**config.mk**
```make
export PLATFORM = sky130hd
export DESIGN_NAME = falafel_req_queue_flat
export DESIGN_NICKNAME = d
export VERILOG_FILES = /design/src/rtl/falafel_pkg.sv /design/src/rtl/falafel_req_queue_if.sv /design/src/rtl/falafel_fifo.sv /design/src/rtl/falafel_req_queue.sv /design/src/flat_wrapper.sv
export SDC_FILE = /design/constraint.sdc
export NUM_CORES = 1
export LEC_CHECK = 0
export ABC_AREA = 1
export ABC_CLOCK_PERIOD_IN_PS = 3540
export CORE_MARGIN = 1.5
export CORE_UTILIZATION = 40
export DETAILED_ROUTE_END_ITERATION = 6
export HOLD_SLACK_MARGIN = 0.03
export SYNTH_ARGS = -nofsm -noshare
export SYNTH_HDL_FRONTEND = slang
export SYNTH_SLANG_ARGS = --single-unit
```
**constraint.sdc**
```tcl
create_clock -name clk_i -period 3.54 [get_ports clk_i]
set_input_delay 0.708 -clock clk_i [delete_from_list [all_inputs] [get_ports clk_i]]
set_output_delay 0.708 -clock clk_i [all_outputs]
set_load 0.01 [all_outputs]
```
**src/rtl/falafel_pkg.sv**
```systemverilog
// Shared types and constants for the falafel request queue.
//   DATA_W      : width of sizes and addresses
//   ALIGN_BYTES : allocation granule; sizes round up to it, free addresses must sit on it
//   req_entry_t : one queued request (type + payload)
//   align_up()  : rounds a size up to the granule; bit DATA_W is the carry-out
package falafel_pkg;

    localparam int DATA_W      = 32;
    localparam int ALIGN_BYTES = 8;

    typedef struct packed {
        logic              is_alloc;
        logic [DATA_W-1:0] data;
    } req_entry_t;

    function automatic logic [DATA_W:0] align_up(input logic [DATA_W-1:0] size);
        logic [DATA_W:0] sum;
        sum = {1'b0, size} + (DATA_W+1)'(ALIGN_BYTES - 1);
        sum[$clog2(ALIGN_BYTES)-1:0] = '0;
        return sum;
    endfunction

endpackage

```
**src/rtl/falafel_req_queue_if.sv**
```systemverilog
// Client/allocator bundle for falafel_req_queue.
//   master : the client plus allocator side (drives requests and core_ready_i)
//   slave  : the queue itself
// Signal names keep the queue-relative _i/_o suffixes so they match the block's
// documented pin list.
interface falafel_req_queue_if import falafel_pkg::*; #(
    parameter int DEPTH = 4,
    parameter int ERR_W = 8
);
    localparam int CNT_W = $clog2(DEPTH) + 1;

    logic              req_val_i;
    logic              req_rdy_o;
    logic              req_is_alloc_i;
    logic [DATA_W-1:0] req_data_i;
    logic              req_alloc_valid_o;
    logic              core_ready_i;
    logic              is_alloc_o;
    logic [DATA_W-1:0] size_to_allocate_o;
    logic [DATA_W-1:0] addr_to_free_o;
    logic [CNT_W-1:0]  count_o;
    logic [ERR_W-1:0]  err_cnt_o;

    modport master (
        output req_val_i, req_is_alloc_i, req_data_i, core_ready_i,
        input  req_rdy_o, req_alloc_valid_o, is_alloc_o, size_to_allocate_o,
               addr_to_free_o, count_o, err_cnt_o
    );

    modport slave (
        input  req_val_i, req_is_alloc_i, req_data_i, core_ready_i,
        output req_rdy_o, req_alloc_valid_o, is_alloc_o, size_to_allocate_o,
               addr_to_free_o, count_o, err_cnt_o
    );

endinterface

```
**src/rtl/falafel_fifo.sv**
```systemverilog
// Generic synchronous FIFO, no bypass: a push becomes visible at head_o the
// cycle after it is written.
//   clk_i, rst_i : clock, asynchronous active-high reset (pointers/count only)
//   push_i       : write push_data_i (ignored when full)
//   pop_i        : drop the head entry (ignored when empty)
//   head_o       : oldest entry; undefined while empty_o=1
//   full_o, empty_o, count_o : occupancy
module falafel_fifo #(
    parameter int  DEPTH   = 4,
    parameter type entry_t = logic [7:0],
    parameter int  CNT_W   = $clog2(DEPTH) + 1
) (
    input  logic             clk_i,
    input  logic             rst_i,
    input  logic             push_i,
    input  entry_t           push_data_i,
    input  logic             pop_i,
    output entry_t           head_o,
    output logic             full_o,
    output logic             empty_o,
    output logic [CNT_W-1:0] count_o
);
    localparam int PTR_W = $clog2(DEPTH);

    entry_t           mem [DEPTH];
    logic [PTR_W-1:0] wr_ptr;
    logic [PTR_W-1:0] rd_ptr;
    logic [CNT_W-1:0] count;
    logic             do_push;
    logic             do_pop;

    assign full_o  = (count == CNT_W'(DEPTH));
    assign empty_o = (count == '0);
    assign count_o = count;
    assign head_o  = mem[rd_ptr];

    assign do_push = push_i && !full_o;
    assign do_pop  = pop_i && !empty_o;

    // Storage has no reset; callers gate head_o with empty_o.
    always_ff @(posedge clk_i) begin
        if (do_push) begin
            mem[wr_ptr] <= push_data_i;
        end
    end

    // Pointers are exactly PTR_W bits wide, so they wrap modulo DEPTH for free.
    always_ff @(posedge clk_i or posedge rst_i) begin
        if (rst_i) begin
            wr_ptr <= '0;
            rd_ptr <= '0;
            count  <= '0;
        end else begin
            if (do_push) begin
                wr_ptr <= wr_ptr + 1'b1;
            end
            if (do_pop) begin
                rd_ptr <= rd_ptr + 1'b1;
            end
            case ({do_push, do_pop})
                2'b10:   count <= count + CNT_W'(1);
                2'b01:   count <= count - CNT_W'(1);
                default: count <= count;
            endcase
        end
    end

endmodule

```
**src/rtl/falafel_req_queue.sv**
```systemverilog
// Allocator request queue. Validates and normalises alloc/free requests from a
// client, buffers them in order and presents the oldest one to the allocator.
//   clk_i, rst_i : clock, asynchronous active-high reset
//   bus          : falafel_req_queue_if.slave (request in, head out, count, errors)
// Malformed requests (zero size, size that overflows when rounded, unaligned
// free address) are still handshaken so the client never stalls on them; they
// are dropped and counted in a saturating error counter.
module falafel_req_queue import falafel_pkg::*; #(
    parameter int DEPTH = 4,
    parameter int ERR_W = 8
) (
    input  logic              clk_i,
    input  logic              rst_i,
    falafel_req_queue_if.slave bus
);
    localparam int CNT_W = $clog2(DEPTH) + 1;
    localparam logic [DATA_W-1:0] ALIGN_MASK = DATA_W'(ALIGN_BYTES - 1);

    if (DEPTH < 2 || (DEPTH & (DEPTH - 1)) != 0) begin : g_bad_depth
        $error("falafel_req_queue: DEPTH must be a power of two >= 2");
    end

    logic              accept;
    logic [DATA_W:0]   size_up;
    logic              bad_req;
    logic              push;
    req_entry_t        push_entry;
    req_entry_t        head;
    logic              fifo_full;
    logic              fifo_empty;
    logic              pop;
    logic [CNT_W-1:0]  count;
    logic [ERR_W-1:0]  err_cnt;

    assign accept  = bus.req_val_i && bus.req_rdy_o;
    assign size_up = align_up(bus.req_data_i);

    always_comb begin
        bad_req = 1'b0;
        push_entry.is_alloc = bus.req_is_alloc_i;
        push_entry.data     = bus.req_data_i;
        if (bus.req_is_alloc_i) begin
            bad_req         = (bus.req_data_i == '0) || size_up[DATA_W];
            push_entry.data = size_up[DATA_W-1:0];
        end else begin
            bad_req = (bus.req_data_i & ALIGN_MASK) != '0;
        end
    end

    assign push = accept && !bad_req;
    assign pop  = bus.req_alloc_valid_o && bus.core_ready_i;

    falafel_fifo #(
        .DEPTH   (DEPTH),
        .entry_t (req_entry_t),
        .CNT_W   (CNT_W)
    ) u_fifo (
        .clk_i       (clk_i),
        .rst_i       (rst_i),
        .push_i      (push),
        .push_data_i (push_entry),
        .pop_i       (pop),
        .head_o      (head),
        .full_o      (fifo_full),
        .empty_o     (fifo_empty),
        .count_o     (count)
    );

    always_ff @(posedge clk_i or posedge rst_i) begin
        if (rst_i) begin
            err_cnt <= '0;
        end else if (accept && bad_req && (err_cnt != '1)) begin
            err_cnt <= err_cnt + 1'b1;
        end
    end

    // Full blocks acceptance even if the head issues this cycle (no pass-through).
    assign bus.req_rdy_o         = !fifo_full;
    assign bus.req_alloc_valid_o = !fifo_empty;
    assign bus.count_o           = count;
    assign bus.err_cnt_o         = err_cnt;

    // Head fields are masked while empty so unreset storage never leaks out.
    assign bus.is_alloc_o         = !fifo_empty && head.is_alloc;
    assign bus.size_to_allocate_o = (!fifo_empty && head.is_alloc)  ? head.data : '0;
    assign bus.addr_to_free_o     = (!fifo_empty && !head.is_alloc) ? head.data : '0;

endmodule

```
**src/flat_wrapper.sv**
```systemverilog
// flat-port wrapper written by rule: the top's interface ports become plain ports
module falafel_req_queue_flat import falafel_pkg::*;
#(
    parameter int DEPTH = 4,
    parameter int ERR_W = 8
)
  (clk_i, rst_i, bus_req_val_i, bus_req_is_alloc_i, bus_req_data_i, bus_core_ready_i, bus_req_rdy_o, bus_req_alloc_valid_o, bus_is_alloc_o, bus_size_to_allocate_o, bus_addr_to_free_o, bus_count_o, bus_err_cnt_o);
  falafel_req_queue_if #(.DEPTH(DEPTH), .ERR_W(ERR_W)) bus_i ();
  input  logic clk_i;
  input  logic rst_i;
  input wire logic [$bits(bus_i.req_val_i)-1:0] bus_req_val_i;
  input wire logic [$bits(bus_i.req_is_alloc_i)-1:0] bus_req_is_alloc_i;
  input wire logic [$bits(bus_i.req_data_i)-1:0] bus_req_data_i;
  input wire logic [$bits(bus_i.core_ready_i)-1:0] bus_core_ready_i;
  output wire logic [$bits(bus_i.req_rdy_o)-1:0] bus_req_rdy_o;
  output wire logic [$bits(bus_i.req_alloc_valid_o)-1:0] bus_req_alloc_valid_o;
  output wire logic [$bits(bus_i.is_alloc_o)-1:0] bus_is_alloc_o;
  output wire logic [$bits(bus_i.size_to_allocate_o)-1:0] bus_size_to_allocate_o;
  output wire logic [$bits(bus_i.addr_to_free_o)-1:0] bus_addr_to_free_o;
  output wire logic [$bits(bus_i.count_o)-1:0] bus_count_o;
  output wire logic [$bits(bus_i.err_cnt_o)-1:0] bus_err_cnt_o;
  assign bus_i.req_val_i = bus_req_val_i;
  assign bus_i.req_is_alloc_i = bus_req_is_alloc_i;
  assign bus_i.req_data_i = bus_req_data_i;
  assign bus_i.core_ready_i = bus_core_ready_i;
  assign bus_req_rdy_o = bus_i.req_rdy_o;
  assign bus_req_alloc_valid_o = bus_i.req_alloc_valid_o;
  assign bus_is_alloc_o = bus_i.is_alloc_o;
  assign bus_size_to_allocate_o = bus_i.size_to_allocate_o;
  assign bus_addr_to_free_o = bus_i.addr_to_free_o;
  assign bus_count_o = bus_i.count_o;
  assign bus_err_cnt_o = bus_i.err_cnt_o;
  falafel_req_queue #(.DEPTH(DEPTH), .ERR_W(ERR_W)) u_core (.clk_i(clk_i), .rst_i(rst_i), .bus(bus_i));
endmodule
```
==> impl_metrics.toml, run 1 <==
[finish]
postLayoutCellArea_um2 = 9080
areaGrowthSynthToFinish_pct = 28.5
n_antenna_cell = 0
layout_common_cells = "nand2_1 (172), edfxtp_1 (132), nor2_1 (117)"
fin_nets = 841
fin_util = 0.525
mostFrequentLayoutCell = "nand2_1"
drive_above_1_share = 0.0951

[floorplan]
io_pins = 115
dieHeight_um = 136
die_area_um2 = 18500
start_util = 0.408
die_x_um = 136
fp.coreArea_um2 = 17300
num_rows = 48

[power]
p_per_area_nw_per_um2 = 822
power_leakage_nw = 3.39
total_power_w = 0.00746
ir_worst_vdd_uv = 755

[timing]
period_share = 0.953
tightest_slew_ns = 0.642
hold_viol = 0
max_freq_mhz = 296
rsz0062_at_grt = "false"
fin_crit_ns = 3.37
slew_headroom = 0.572
hold_slack_ns = 0.512
finalSetupViolCount = 0
finClkSkew_ns = 0.0110
maxSlewViolCount = 0
timing.setup.tns_ns = 0

[global_route]
grt_first_pass_wirelength_um = 26600
grt_max_degree = 53
grt.overflow.total = 0
grt_pass1_vias = 5014
grt_antenna_before_repair = 0
grt_use_total = 0.192

[synth]
syn-instance-count = 680
synth_area_per_cell_um2 = 10.4
yosysSeqAreaShare = 0.614
ys_seq_elements = 147
ys_warn_count = 0
syn_nets = 724
synth.distinct_cells = 34
netlist_area_um2 = 7070

[place]
numPortBuffers = 114
gp_congestion = 0.786
dpl_cell_area_um2 = 8520
dp_hpwl_um = 11200

[cts]
cts_setup_buffers = 0
cts_buffers = 17
holdBufCountCts = 0
h-tree-depth = 4
numClockSinks = 147
clk_pin_slew_ns = 0.06
root_buffer = "clkbuf_16"
cts_tree = "yes"
cts_buffer_depth = 2
insertion_delay_ns = 0.43

[drt]
vias = 5201
post_drt_via_cell_ratio = 5.03
drt-total-wl_um = 17000
antenna_left = 0
drt-wirelength-per-cell_um = 16.5
drt-pass1-iter-count = 6
drt_iter0_markers = 244
drc_errors = 0

[setup_path]
crit_type = "flip-flop to output port"
cp-start-kind = "flip-flop"
path_max_fanout = 52
required_ns = 2.83
cp_data_arrival_time_ns = 2.67
endpoint_kind = "output port"

[job]
maxCapViolCount = 0

[min_path]
hp-class = "flip-flop to flip-flop"

[outcome]
status = "completed"
metrics by stage:
stage | setup slack [ns] | cells
after floorplan | 0.235 | 680
after global placement | 0.345 | 1003
after detailed placement | 0.335 | 1003
after CTS | 0.140 | 1035
after global routing | 0.00120 | 1035
final | 0.166 | 1035
power breakdown:
part	total, W	internal (W)	leakage [nW]	switching, W
Clock	0.00166	0.00101	0.286	0.000648
Combinational	0.00352	0.00165	1.72	0.00188
Sequential	0.00228	0.00215	1.39	0.000134
Total	0.00746	0.00480	3.39	0.00266
final timing paths:
| kind | slack, ns | startpoint | end | cells past startpoint |
|---|---|---|---|---|
| max | 0.17 | u_core.u_fifo.rd_ptr[0]$_DFFE_PP0P_ | bus_size_to_allocate_o[18] | 5 |
| min | 0.51 | u_core.u_fifo.rd_ptr[1]$_DFFE_PP0P_ | u_core.u_fifo.rd_ptr[1]$_DFFE_PP0P_ | 1 |
| max reg2reg | 1.10 | u_core.u_fifo.count_o[1]$_DFFE_PP0P_ | u_core.u_fifo.count_o[2]$_DFFE_PP0P_ | 11 |
| min reg2reg | 0.51 | u_core.u_fifo.rd_ptr[1]$_DFFE_PP0P_ | u_core.u_fifo.rd_ptr[1]$_DFFE_PP0P_ | 1 |
| max in group asynchronous | 2.48 | rst_i | u_core.u_fifo.rd_ptr[0]$_DFFE_PP0P_ | 2 |
| min in group asynchronous | 0.64 | rst_i | u_core.bus.err_cnt_o[7]$_DFFE_PP0P_ | 2 |
kinds of logic (layout without fill, tap and decap cells):
kind of cell,after synthesis,in the layout,share of synthesized area
AO/OA/AOI/OAI,71,71,0.0740
buffers and inverters,75,205,0.0423
flip-flops,147,147,0.614
AND/OR/NAND/NOR,344,344,0.211
adder cells (fa/ha/maj),7,7,0.0135
XOR/XNOR,36,36,0.0446
synth_stat cells:
cell type	n	area share
inv_2	6	0.0032
clkbuf_1	10	0.0053
nor3_2	1	0.0014
a21oi_1	34	0.024
nand3_1	13	0.0092
nor3_1	3	0.0021
xnor2_1	16	0.020
nand2_4	3	0.0048
dfrtp_1	15	0.053
nand3_2	1	0.0014
nand3b_1	1	0.0011
ha_1	6	0.011
buf_4	1	0.0011
nand4_2	1	0.0018
a32o_1	33	0.047
buf_2	11	0.0078
clkinv_1	1	0.00053
nor2_8	1	0.0028
nor2_2	5	0.0044
fa_1	1	0.0028
o31ai_1	1	0.0011
edfxtp_1	132	0.56
o21ai_0	3	0.0021
nand2_2	4	0.0035
inv_1	39	0.021
buf_1	7	0.0037
nand4_1	12	0.011
nor4_2	1	0.0018
xor2_1	20	0.025
nor2_4	1	0.0016
nand3_4	3	0.0074
nor3b_2	1	0.0018
nand2_1	172	0.091
nor2_1	121	0.064
metal layers:
layer  track usage  part of all wire  wire length [µm]  up-vias
met5             0                 0                 0        -
met4        0.0615            0.0071               121        0
met3        0.0373             0.039               671        6
met2         0.312              0.49              8300      116
met1         0.261              0.47              7940     2525
li1              -                 -                 -     2554
final cells by class:
cell class | count | area, µm²
clock buffers | 24 | 513
clock inverters | 8 | 45.0
fillers | 1519 | 8210
inverters | 46 | 173
multi-input cells | 458 | 2440
flip-flops and latches | 147 | 4340
well taps | 225 | 282
repair buffers | 127 | 1290
timing repair:
action / in CTS / in global routing
gates resized for setup: 0 / 1
endpoints found under the hold margin: 0 / 0
setup endpoints to repair: 0 / 12
worst max-delay path, cell delays in order, from the launching register on:
cell and delay, ns:
dfrtp_2 0.57, buf_4 0.56, nand2_1 0.14, a32o_1 0.31, nor2_1 0.10, clkdlybuf4s50_1 0.54
state kept, by name, indices dropped and copies added (netlist names):
name                   flops
u_core.u_fifo.rd_ptr       2
u_core.bus.err_cnt_o       8
u_core.u_fifo.wr_ptr       2
u_core.u_fifo.mem        132
u_core.u_fifo.count_o      3
Power figures use the tool's default switching activity.
==> run 2: changes to the inputs <==
--- a/config.mk
+++ b/config.mk
@@ -11,6 +11,7 @@
 export CORE_UTILIZATION = 40
 export DETAILED_ROUTE_END_ITERATION = 6
 export HOLD_SLACK_MARGIN = 0.03
+export RECOVER_POWER = 25
 export SYNTH_ARGS = -nofsm -noshare
 export SYNTH_HDL_FRONTEND = slang
 export SYNTH_SLANG_ARGS = --single-unit
==> impl_metrics.toml, run 2 (synthesized netlist as in run 1, its figures left out) <==
[setup_path]
r2r_start = "u_core.u_fifo.count_o[1]$_DFFE_PP0P_"
cp_top_family = "buffers and inverters"
path_max_fanout = 52
crit_type = "flip-flop to output port"
crit_buf_inv = 2
cp_data_arrival_time_ns = 2.65
crit_start = "u_core.u_fifo.rd_ptr[0]$_DFFE_PP0P_"
cp_cell_sequence = "buf_4, nand2_1, a32o_1, nor2_1, clkdlybuf4s50_1"
endpoint_kind = "output port"
required_ns = 2.83
cpMaxStageDelayCell = "dfrtp_2"
cp-start-kind = "flip-flop"
critPathMaxStageDelay_ns = 0.56

[timing]
max_freq_mhz = 298
finClkSkew_ns = 0.00757
fin_crit_ns = 3.36
rsz0062_at_grt = "false"
period_share = 0.948
timing.setup.tns_ns = 0
slew_headroom = 0.556
hold_viol = 0
maxSlewViolCount = 0
finalSetupViolCount = 0
tightest_slew_ns = 0.666
finalWorstSetupSlack_ns = 0.183

[global_route]
grt_pass1_vias = 5014
grt.overflow.total = 0
grt_first_pass_wirelength_um = 26600
grt_max_degree = 53
grt_antenna_before_repair = 0
grt_use_total = 0.192

[power]
ir_worst_vdd_uv = 758
total_power_w = 0.00744
power_leakage_nw = 3.37
p_per_area_nw_per_um2 = 825

[finish]
largest_reg_flops = 132
largest-register = "u_core.u_fifo.mem"
fillers = 1527
layout_common_cells = "nand2_1 (175), edfxtp_1 (132), nor2_1 (117)"
n_antenna_cell = 0
drive_above_1_share = 0.0840
fin_nets = 841
areaGrowthSynthToFinish_pct = 27.6
multiInputGateArea_um2 = 2370
mostFrequentLayoutCell = "nand2_1"
seq_area_um2 = 4340
fin_cells = 1035
fin_util = 0.521

[floorplan]
start_util = 0.408
fp.coreArea_um2 = 17300
num_rows = 48
io_pins = 115
die_area_um2 = 18500
dieHeight_um = 136
die_x_um = 136

[cts]
h-tree-depth = 4
numClockSinks = 147
clk_pin_slew_ns = 0.06
cts_buffers = 17
cts_tree = "yes"
cts_buffer_depth = 2
insertion_delay_ns = 0.42
holdBufCountCts = 0
root_buffer = "clkbuf_16"
cts_setup_buffers = 0

[drt]
drt-total-wl_um = 16900
post_drt_via_cell_ratio = 5.05
vias = 5226
drt_iter0_markers = 231
drt-pass1-iter-count = 4
drt-wirelength-per-cell_um = 16.3
drc_errors = 0
antenna_left = 0

[place]
numPortBuffers = 114
placed_cells = 1003
dp_hpwl_um = 11200
gp_congestion = 0.786
post-place-ws_ns = 0.335

[job]
maxCapViolCount = 0

[min_path]
hp-class = "flip-flop to flip-flop"
min_from = "u_core.u_fifo.rd_ptr[1]$_DFFE_PP0P_"

[outcome]
status = "completed"
run 2: cell types whose count changed in the layout (fill, tap and decap cells not counted), sizes merged:
cell / delta
dlygate4sd3: +12
clkdlybuf4s50: -12
clkbuf: +1
buf: -1
run 2: worst register-to-register path: cells and delay by family, from the launching register on:
| kind | cells | cell delay (ns) |
|---|---|---|
| xor gates and xnor gates | 1 | 0.14 |
| buffers and inverters | 3 | 0.50 |
| adders and majority gates | 2 | 0.53 |
| AOI/OAI and AO/OA | 2 | 0.25 |
| and+or+nand+nor | 3 | 0.44 |
| DFF | 1 | 0.42 |
run 2: layout make-up:
| type | count | area share |
|---|---|---|
| sequential | 147 | 0.482 |
| multi-input combinational | 458 | 0.263 |
| timing repair buffer | 127 | 0.143 |
| clock buffer | 24 | 0.0569 |
| tap | 225 | 0.0312 |
| inverter | 46 | 0.0192 |
| clock inverter | 8 | 0.00500 |
run 2: final timing paths:
kind / end / slack (ns) / depth (start not counted)
hold / removal: u_core.u_fifo.rd_ptr[1]$_DFFE_PP0P_ / 0.51 / 1
min in group asynchronous: u_core.bus.err_cnt_o[7]$_DFFE_PP0P_ / 0.79 / 2
max in group asynchronous: u_core.u_fifo.rd_ptr[0]$_DFFE_PP0P_ / 2.33 / 2
hold reg to reg: u_core.u_fifo.rd_ptr[1]$_DFFE_PP0P_ / 0.51 / 1
setup / recovery: bus_size_to_allocate_o[18] / 0.18 / 5
setup reg to reg: u_core.u_fifo.count_o[2]$_DFFE_PP0P_ / 1.15 / 11
run 2: routing by layer:
| layer | part of all wire | track usage | vias up |
|---|---|---|---|
| met5 | 0 | 0 | - |
| met4 | 0.011 | 0.0615 | 0 |
| met3 | 0.044 | 0.0373 | 15 |
| met2 | 0.48 | 0.312 | 133 |
| met1 | 0.46 | 0.261 | 2528 |
| li1 | - | - | 2550 |
run 2: where the power goes:
group          internal [W]  switching [W]  total, W
combinational       0.00163        0.00188   0.00351
sequential          0.00215       0.000130   0.00228
clock               0.00101       0.000645   0.00165
total               0.00478        0.00265   0.00744
run 2: per-stage QoR:
stage          hold slack, ns  cell area, µm²
2_1_floorplan           0.442            7070
3_3_place_gp            0.477            8520
3_5_place_dp            0.507            8520
4_1_cts                 0.519            9080
5_1_grt                 0.544            9010
6_report                0.511            9010
run 2: repair_timing:
item,CTS,global route
endpoints found under the hold margin,0,0
endpoints found under the setup margin,0,12
gates resized for setup,0,1
==> edit (settings of run 1) <==
The package constant `ALIGN_BYTES` goes from 8 to 4.
--- a/src/rtl/falafel_pkg.sv
+++ b/src/rtl/falafel_pkg.sv
@@ -8,3 +8,3 @@
     localparam int DATA_W      = 32;
-    localparam int ALIGN_BYTES = 8;
+    localparam int ALIGN_BYTES = 4;
 
Formal check against the unedited RTL: not equivalent (Yosys sat finds a counterexample within 4 cycles, from zero or initial values and one cycle with rst_i high).
==> edit against run 1 <==
Sequential cell count is the same; area after synthesis grew 1.5%; routed wire length grew 2.9%; cell area grew 1.7%; global-route usage grew 0.58 points; clock skew shrank 0.0058 ns; worst setup slack lost 0.0095 ns; total power grew 3.7%; critical endpoint is now bus_size_to_allocate_o[16]; largest power group unchanged.
==> edit: results (changes against run 1) <==
Status -> complete, no violations
Vias -> 5349 (+2.8%)
Slew HR -> 0.631 (+0.0589)
Via/cell ratio -> 5.03 (about the same)
Routability Congestion -> 0.838 (+6.6%)
Data arrival, critical path -> 2.68 ns (about the same)
Initial DRT Pass Iterations -> 4 (-2)
Post-synth top cells -> 190 x nand2_1, 132 x edfxtp_1, 118 x nor2_1
FF-to-FF Start -> u_core.u_fifo.count_o[0]
Initial drt markers -> 270 (+11%)
GRT Overall Usage -> 0.198 (+0.00577)
CP max FO -> 19 (-63%)
Yosys cell types -> 33 (-2.9%)
Clock Skew -> 0.00517 ns (-0.00581 ns)
Placed Area -> 0.00863 sq mm (+1.3%)
Syn Nets -> 744 (+2.8%)
Placed cells -> 1031 (+2.8%)
DRT Wirelength -> 17500 um (+2.9%)
Layout net count -> 870 (+3.4%)
Worst IR Drop VDD -> 0.000469 V (-38%)
Filler Cells Inserted -> 1545 (+1.7%)
Leak pwr -> 3.46 nW (+1.9%)
Crit path capture -> bus_size_to_allocate_o[16]
Global-route wire length before repair -> 27600 um (+3.8%)
Ranking of synthesized cells by area -> edfxtp_1 55%, nand2_1 9.9%, nor2_1 6.2%, dfrtp_1 5.2%, a32o_1 4.6%
Seq/Total Area, Yosys -> 0.605 (-0.00890)
Fmax -> 296 MHz (-0.28%)
Pre-CTS setup slack -> 0.259 ns (-0.0756 ns)
Worst hold slack -> 0.495 ns (-0.0170 ns)
## edit: changes by cell type in the layout (fill, tap and decap cells not counted), sizes merged, moves of 2 or more
| cell | change |
|---|---|
| inv | -4 |
| clkinv | +4 |
| nand4 | +2 |
| buf | +9 |
| clkinvlp | +3 |
| xor2 | -3 |
| nor3 | +2 |
| clkbuf | -6 |
| bufinv | +3 |
| nand2 | +17 |
## edit: where the power goes
group,total (mW),switching [mW],leakage [nW],internal (mW)
Combinational,3.65,1.95,1.78,1.69
Sequential,2.32,0.142,1.39,2.17
Clock,1.78,0.674,0.285,1.10
## edit: cell type report
type | instances | area [sq um] | area share
well taps | 225 | 282 | 0.0305
inverters | 46 | 176 | 0.0191
flip-flops and latches | 147 | 4340 | 0.470
clock inverters | 14 | 163 | 0.0176
multi-input cells | 478 | 2540 | 0.275
repair buffers | 136 | 1310 | 0.141
clock buffers | 18 | 429 | 0.0465
## edit: routing by layer
metal | GRT usage | vias up | share of wire
met1 | 0.264 | 2562 | 0.46
met5 | 0 | - | 0
met2 | 0.332 | 130 | 0.48
met4 | 0.0585 | 0 | 0.011
met3 | 0.0359 | 14 | 0.046
li1 | - | 2643 | -
## edit: kinds of logic after synthesis
kind of cell,share of synthesized area
simple gates,0.227
flops,0.605
buf+inv,0.0424
compound gates,0.0733
xor+xnor,0.0391
fa+ha+maj,0.0133
## edit: worst max-delay path, cell delays in order, from the launching register on
cell and delay (ns):
dfrtp_4 0.58, inv_2 0.11, nand2_1 0.05, a32o_1 0.27, nor2_2 0.17, clkinvlp_4 0.16, buf_4 0.24, nor2_1 0.12
clkdlybuf4s50_1 0.55
## edit: what timing repair did
item | CTS | global route
endpoints found under the hold margin | 0 | 0
endpoints found under the setup margin | 19 | 30
resized for setup | 1 | 2
buffers inserted | 1 | 0
cloned | 0 | 0
